**src/rtl/bomb_pkg.sv**
```systemverilog
// Shared defaults, width helpers, cell indexing and win encoding for the bomb field.
package bomb_pkg;

   localparam int unsigned DEF_GRID_W      = 10;
   localparam int unsigned DEF_GRID_H      = 10;
   localparam int unsigned DEF_NUM_PLAYERS = 2;
   localparam int unsigned DEF_FUSE        = 3;
   localparam int unsigned DEF_RADIUS      = 2;
   localparam int unsigned DEF_HP_INIT     = 3;

   localparam int unsigned WINNER_NONE     = 0;

   typedef enum logic {
      GS_PLAY = 1'b0,
      GS_OVER = 1'b1
   } game_state_t;

   function automatic int unsigned cw_of(input int unsigned w, input int unsigned h);
      int unsigned m;
      m = (w > h) ? w : h;
      return (m > 1) ? $clog2(m) : 1;
   endfunction

   function automatic int unsigned hpw_of(input int unsigned hp);
      return (hp > 0) ? $clog2(hp + 1) : 1;
   endfunction

   function automatic int unsigned cell_idx(input int unsigned x, input int unsigned y,
                                            input int unsigned h);
      return x * h + y;
   endfunction

endpackage

```
**src/rtl/bomb_field_cell.sv**
```systemverilog
// Per-cell fuse counter: arms on placement, fires on its last tick or when caught in flame.
module bomb_cell
   import bomb_pkg::*;
#(
   parameter int unsigned FUSE = DEF_FUSE
) (
   input  logic bombClk,
   input  logic rst,
   input  logic i_hold,
   input  logic i_place,
   input  logic i_detonate,
   output logic o_armed,
   output logic o_fires
);

   localparam int unsigned FW = $clog2(FUSE + 1);

   logic [FW-1:0] r_fuse;

   assign o_armed = (r_fuse != '0);
   assign o_fires = (r_fuse == FW'(1)) || (o_armed && i_detonate);

   always_ff @(posedge bombClk) begin
      if (rst) begin
         r_fuse <= '0;
      end else if (!i_hold) begin
         if (o_fires)
            r_fuse <= '0;
         else if (o_armed)
            r_fuse <= r_fuse - FW'(1);
         else if (i_place)
            r_fuse <= FW'(FUSE);
      end
   end

endmodule

```
**src/rtl/bomb_field.sv**
```systemverilog
// Bomb-field engine: per-cell fuses, wall-clipped cross blasts with chaining,
// player damage, placement arbitration and sticky win detection.
module bomb_field
   import bomb_pkg::*;
#(
   parameter  int unsigned GRID_W      = DEF_GRID_W,
   parameter  int unsigned GRID_H      = DEF_GRID_H,
   parameter  int unsigned NUM_PLAYERS = DEF_NUM_PLAYERS,
   parameter  int unsigned FUSE        = DEF_FUSE,
   parameter  int unsigned RADIUS      = DEF_RADIUS,
   parameter  int unsigned HP_INIT     = DEF_HP_INIT,
   localparam int unsigned CW          = cw_of(GRID_W, GRID_H),
   localparam int unsigned HP_W        = hpw_of(HP_INIT),
   localparam int unsigned WNW         = $clog2(NUM_PLAYERS + 1),
   localparam int unsigned NC          = GRID_W * GRID_H
) (
   input  logic                        bombClk,
   input  logic                        rst,
   input  logic [NC-1:0]               i_wall_map,
   input  logic [NUM_PLAYERS-1:0]      i_place_v,
   input  logic [NUM_PLAYERS*CW-1:0]   i_place_x,
   input  logic [NUM_PLAYERS*CW-1:0]   i_place_y,
   input  logic [NUM_PLAYERS*CW-1:0]   i_player_x,
   input  logic [NUM_PLAYERS*CW-1:0]   i_player_y,
   output logic [NC-1:0]               o_bomb_map,
   output logic [NC-1:0]               o_flame_map,
   output logic [NUM_PLAYERS*HP_W-1:0] o_health,
   output logic [NUM_PLAYERS-1:0]      o_alive,
   output logic                        o_game_over,
   output logic [WNW-1:0]              o_winner
);

   localparam int unsigned CIW = (NC > 1) ? $clog2(NC) : 1;

   game_state_t                            r_state;
   logic [NC-1:0]                          r_flame;
   logic [NUM_PLAYERS-1:0][HP_W-1:0]       r_health;
   logic [NUM_PLAYERS-1:0]                 r_alive;
   logic [WNW-1:0]                         r_winner;

   logic                                   w_hold;
   logic [NC-1:0]                          w_place;
   logic [NC-1:0]                          w_armed;
   logic [NC-1:0]                          w_det;
   logic [NC-1:0]                          w_blast;
   logic [NUM_PLAYERS-1:0][HP_W-1:0]       w_hp_next;
   logic [NUM_PLAYERS-1:0]                 w_alive_next;
   int unsigned                            w_alive_cnt;
   int unsigned                            w_last;

   assign w_hold      = (r_state == GS_OVER);
   assign o_bomb_map  = w_armed;
   assign o_flame_map = r_flame;
   assign o_health    = r_health;
   assign o_alive     = r_alive;
   assign o_game_over = (r_state == GS_OVER);
   assign o_winner    = r_winner;

   for (genvar c = 0; c < NC; c++) begin : g_cell
      bomb_cell #(.FUSE(FUSE)) u_cell (
         .bombClk    (bombClk),
         .rst        (rst),
         .i_hold     (w_hold),
         .i_place    (w_place[c]),
         .i_detonate (r_flame[c]),
         .o_armed    (w_armed[c]),
         .o_fires    (w_det[c])
      );
   end

   // Each ray walks outward from a detonating cell and stops at a wall or the grid edge.
   always_comb begin
      int nx, ny, sx, sy;
      logic open;
      nx = 0; ny = 0; sx = 0; sy = 0; open = 1'b0;
      w_blast = w_det;
      for (int unsigned x = 0; x < GRID_W; x++) begin
         for (int unsigned y = 0; y < GRID_H; y++) begin
            if (w_det[CIW'(cell_idx(x, y, GRID_H))]) begin
               for (int unsigned dir = 0; dir < 4; dir++) begin
                  sx   = (dir == 0) ? 1 : (dir == 1) ? -1 : 0;
                  sy   = (dir == 2) ? 1 : (dir == 3) ? -1 : 0;
                  nx   = int'(x);
                  ny   = int'(y);
                  open = 1'b1;
                  for (int unsigned d = 1; d <= RADIUS; d++) begin
                     nx = nx + sx;
                     ny = ny + sy;
                     if (open) begin
                        if (nx < 0 || nx >= int'(GRID_W) || ny < 0 || ny >= int'(GRID_H))
                           open = 1'b0;
                        else if (i_wall_map[CIW'(nx * int'(GRID_H) + ny)])
                           open = 1'b0;
                        else
                           w_blast[CIW'(nx * int'(GRID_H) + ny)] = 1'b1;
                     end
                  end
               end
            end
         end
      end
   end

   // Players are scanned in index order, so a lower index claims a contested cell first.
   always_comb begin
      int unsigned px, py;
      logic [CIW-1:0] pc;
      px = 0; py = 0; pc = '0;
      w_place = '0;
      for (int unsigned p = 0; p < NUM_PLAYERS; p++) begin
         px = int'(i_place_x[p*CW +: CW]);
         py = int'(i_place_y[p*CW +: CW]);
         if (i_place_v[p] && r_health[p] != '0 && px < GRID_W && py < GRID_H) begin
            pc = CIW'(cell_idx(px, py, GRID_H));
            if (!i_wall_map[pc] && !w_armed[pc] && !w_blast[pc] && !w_place[pc])
               w_place[pc] = 1'b1;
         end
      end
   end

   always_comb begin
      int unsigned qx, qy;
      logic hit;
      qx = 0; qy = 0; hit = 1'b0;
      w_hp_next    = r_health;
      w_alive_next = '0;
      w_alive_cnt  = 0;
      w_last       = 0;
      for (int unsigned p = 0; p < NUM_PLAYERS; p++) begin
         qx  = int'(i_player_x[p*CW +: CW]);
         qy  = int'(i_player_y[p*CW +: CW]);
         hit = (qx < GRID_W && qy < GRID_H) && w_blast[CIW'(cell_idx(qx, qy, GRID_H))];
         if (hit && r_health[p] != '0)
            w_hp_next[p] = r_health[p] - HP_W'(1);
         if (w_hp_next[p] != '0) begin
            w_alive_next[p] = 1'b1;
            w_alive_cnt     = w_alive_cnt + 1;
            w_last          = p + 1;
         end
      end
   end

   always_ff @(posedge bombClk) begin
      if (rst) begin
         r_state  <= GS_PLAY;
         r_flame  <= '0;
         r_health <= {NUM_PLAYERS{HP_W'(HP_INIT)}};
         r_alive  <= '1;
         r_winner <= WNW'(WINNER_NONE);
      end else if (r_state == GS_PLAY) begin
         r_flame  <= w_blast;
         r_health <= w_hp_next;
         r_alive  <= w_alive_next;
         if (w_alive_cnt <= 1) begin
            r_state  <= GS_OVER;
            r_winner <= (w_alive_cnt == 1) ? WNW'(w_last) : WNW'(WINNER_NONE);
         end
      end
   end

endmodule
```
**config.mk**
```make
export PLATFORM = sky130hd
export DESIGN_NAME = bomb_field
export DESIGN_NICKNAME = d
export VERILOG_FILES = /design/src/rtl/bomb_pkg.sv /design/src/rtl/bomb_field_cell.sv /design/src/rtl/bomb_field.sv
export SDC_FILE = /design/constraint.sdc
export NUM_CORES = 2
export LEC_CHECK = 0
export BUFFER_PORTS_ARGS = -buffer_cell sky130_fd_sc_hd__buf_2
export CELL_PAD_IN_SITES_DETAIL_PLACEMENT = 0
export CELL_PAD_IN_SITES_GLOBAL_PLACEMENT = 1
export CORE_UTILIZATION = 48
export DETAILED_ROUTE_END_ITERATION = 12
export GPL_TIMING_DRIVEN = 1
export PLACE_DENSITY = 0.95
export SETUP_SLACK_MARGIN = 0.5
export SLEW_MARGIN = 20
export SYNTH_ARGS = -nofsm -noshare
export SYNTH_HDL_FRONTEND = slang
export SYNTH_SLANG_ARGS = --single-unit
```
**constraint.sdc**
```tcl
create_clock -name bombClk -period 9.58 [get_ports bombClk]
set_input_delay 0.479 -clock bombClk [delete_from_list [all_inputs] [get_ports bombClk]]
set_output_delay 0.479 -clock bombClk [all_outputs]
set_load 0.01 [all_outputs]
```
==> qor.yml <==
run_status:
  status: "completed"
logic_synthesis:
  netlist_area_um2: 29680
  post_synth_inst_count: 3967
  nets_in_the_synthesized_netlist: 4237
  yosysTopAreaCell: "dfxtp_1"
  yosysTopAreaCellShare_pct: 20.84
  synth_enable_flop_cells: 0
  synth_seq_area_share_pct: 20.84
  syn-mean-instance-area_um2: 7.482
  postSynthRegisterBits: 309
  netlist_top_cells_area: "dfxtp_1 21%, ha_1 5.3%, buf_4 5.1%"
  postSynth.topFlopCell: "dfxtp_1"
  synth_cell_types: 100
  ys_async_sr_fraction_pct: 0
  total_of_warnings_raised_by_yosys: 0
min_path:
  min-delay-start: "rst"
  whs_endpoint: "o_flame_map[40]"
  timing.hold.worst_path_depth: 2
  worstHoldPathType: "input pin to flop"
timing:
  finalCritPeriodShare_pct: 71.19
  report.final.hold_viol_count: 0
  setup_tns_ns: 0
  final_period_minus_worst_setup_slack_ns: 6.820
  number_of_pins_exceeding_their_max_slew_limit_in_the_final_report: 0
  rsz_0062_raised_after_global_routing: "no"
  maxSlewHeadroom_pct: 10.33
  clock_skew_ns: 0.02987
  post-route-worst-setup-slack_ns: 2.760
  clock.fmax_ghz: 0.1466
  finalSetupViolations: 0
  worstMarginPinSlew_ns: 1.334
final_layout:
  filler_cell_count: 6032
  mostFrequentLayoutCells: "393 x inv_1, 344 x buf_2, 335 x nor2_1"
  area_delta_synth_final_pct: 9.543
  drive_gt1_share_pct: 18.25
  finalNetCount: 4366
  layout_commonest_cell: "inv_1"
route:
  first_pass_iters: 8
  vias: 36950
  detail_route.wirelength_um: 181800
  detail_route.wl_per_cell_um: 36.95
  drt_first_iter_violations: 6305
  detail_route.drc_violations: 0
  average_vias_per_placed_instance: 7.508
  antenna_left: 0
setup_path:
  worst-path-max-fanout: 32
  r2r_end: "g_cell[13].u_cell.r_fuse[0]"
  r2r-start: "g_cell[68].u_cell.r_fuse[1]"
  critical_path_required_ns: 10.11
  worst_setup_path_end_kind: "flop"
  startpoint_type: "input pin"
  r2r_cells: 12
  arrival_ns: 7.35
  crit_type: "input pin to flop"
  ff2ff_setup_slack_ns: 3.10
floorplanning:
  fp.dieArea_um2: 62840
  chipHeight_um: 250.7
  initial_utilization_pct: 48.90
  floorplan.rows: 90
  top_level_ports: 345
  fp.dieW_um: 250.7
  core_region_area_um2: 60700
global_routing:
  grt_first_pass_wirelength_um: 250500
  antenna_found_initial: 27
  largest_net_degree_at_the_start_of_global_routing: 146
  grt_use_total_pct: 55.69
  vias_in_the_first_global_route: 33560
  global_route.overflow_total: 0
clock_tree:
  cts_setup_buffers: 0
  worst_skew_pair.late_latency_ns: 0.59
  ctsHoldBuffers: 0
  cts_tree: "done"
  cts_resized: 0
  clock_sinks: 309
  clock_tree.htree_level_count: 2
  worst_setup_hold_path_clk_slew_ns: 0.06
  numCtsBuffers: 36
  cts_root_buf: "clkbuf_16"
  ctsLongestPathBuffers: 3
place:
  hpwl_um: 137900
  dp_worst_setup_slack_ns: 2.667
  globalplace.congestion: 1.142
  port_buffers: 344
power:
  peakVddDrop_mv: 0.2537
  power-per-cell-area_nw_per_um2: 386.3
  power.leakage_nw: 13.47
run:
  max_cap_viol_count: 0
-- cells in the mapped netlist, types with 18 or more instances --
master      n
dfxtp_1   309
xnor2_1    23
a21o_1     27
o211ai_1   78
mux4_2     38
o221ai_1   21
o22ai_1    79
inv_1     395
o31ai_1    31
nand2b_1   41
a22oi_1    21
o41ai_1    67
mux2_2     75
nor3_1    101
or3_1      22
buf_4     201
buf_1      19
o311ai_0   18
nand4_1    78
a221oi_1   20
mux2i_1   142
and2_1     19
o32ai_1    24
nand3_1    91
a211oi_1   45
a32o_1     25
nand2_1   287
clkbuf_1  146
nor2_1    347
nor2b_1    49
ha_1      126
a31o_2     22
o21ai_0   185
nor4_1     48
a31oi_1    94
a22o_1     29
a222oi_1   31
a21oi_1   271
and3_1     21
buf_2      30
-- how the worst max path moves through the flow --
stage | start | endpoint | cells after the start
floorplan | i_place_x[4] | g_cell[44].u_cell.r_fuse[0] | 18
global placement | i_place_x[0] | g_cell[22].u_cell.r_fuse[1] | 16
detailed placement | i_place_x[0] | g_cell[22].u_cell.r_fuse[1] | 16
CTS | i_place_x[0] | g_cell[22].u_cell.r_fuse[1] | 16
global route | i_place_x[0] | g_cell[22].u_cell.r_fuse[0] | 16
finish | i_place_x[0] | g_cell[22].u_cell.r_fuse[1] | 16
-- layer usage --
| metal | vias up | GRT usage [%] | part of all wire (%) |
|---|---|---|---|
| met4 | 26 | 42.58 | 9.4 |
| met1 | 17530 | 66.48 | 36 |
| met3 | 1006 | 27.80 | 17 |
| li1 | 14960 | - | - |
| met5 | - | 3.243 | 0.23 |
| met2 | 3427 | 75.03 | 38 |
-- flip-flops by register name (all words and copies together) (netlist names) --
name / count
g_cell.u_cell.r_fuse: 200
o_alive: 2
o_flame_map: 100
o_game_over: 1
o_health: 4
o_winner: 2
-- power breakdown --
group          total, mW  switching [mW]  internal (mW)
logic               8.85            5.96           2.89
registers           2.30           0.515           1.79
clock network       1.41           0.611          0.798
total               12.6            7.08           5.48
-- final cells by class --
| cell class | count | area, um2 | share of cell area [%] |
|---|---|---|---|
| antenna | 18 | 45.04 | 0.1385 |
| clock buffer | 53 | 1067 | 3.282 |
| clock inverter | 10 | 86.33 | 0.2655 |
| inverter | 397 | 1493 | 4.591 |
| multi-input combinational | 2864 | 19830 | 60.98 |
| sequential | 309 | 6190 | 19.04 |
| tap | 782 | 978.4 | 3.009 |
| timing repair buffer | 488 | 2826 | 8.693 |
-- metrics by stage --
stage               cell area [um2]  cells  hold slack (ns)  power [mW]  util (%)
floorplan                     29680   3967           0.4471       7.568         -
CTS                           32450   4902           0.3592       11.93     53.47
global route                  32470   4905           0.3852       12.83     53.50
finish                        32510   4921           0.3278       12.56     53.57
global placement              31290   4838           0.4473       10.45     51.55
detailed placement            31300   4839           0.4498       10.51     51.57
-- worst max-delay path, stage by stage --
cell and delay [ns]:
buf_2 0.11, ha_1 0.22, fa_2 1.14, or3_1 0.79, o22ai_1 0.19, nor4_1 0.39
a22oi_1 0.17, a32o_1 0.25, or3_1 0.42, a21oi_4 0.78, nand4_2 0.39, o211ai_4 0.64
buf_4 0.47, nor3_1 0.23, a221oi_1 0.45, a22o_1 0.20
-- kinds of logic after synthesis --
| logic type | after synthesis | share of synthesized area [%] |
|---|---|---|
| adders and majority gates | 134 | 5.851 |
| xor gates and xnor gates | 34 | 1.003 |
| buffers and inverters | 794 | 12.73 |
| and+or+nand+nor | 1173 | 19.05 |
| muxes | 257 | 10.61 |
| AOI/OAI and AO/OA | 1266 | 29.91 |
| DFF | 309 | 20.84 |
Power figures use the tool's default switching activity.
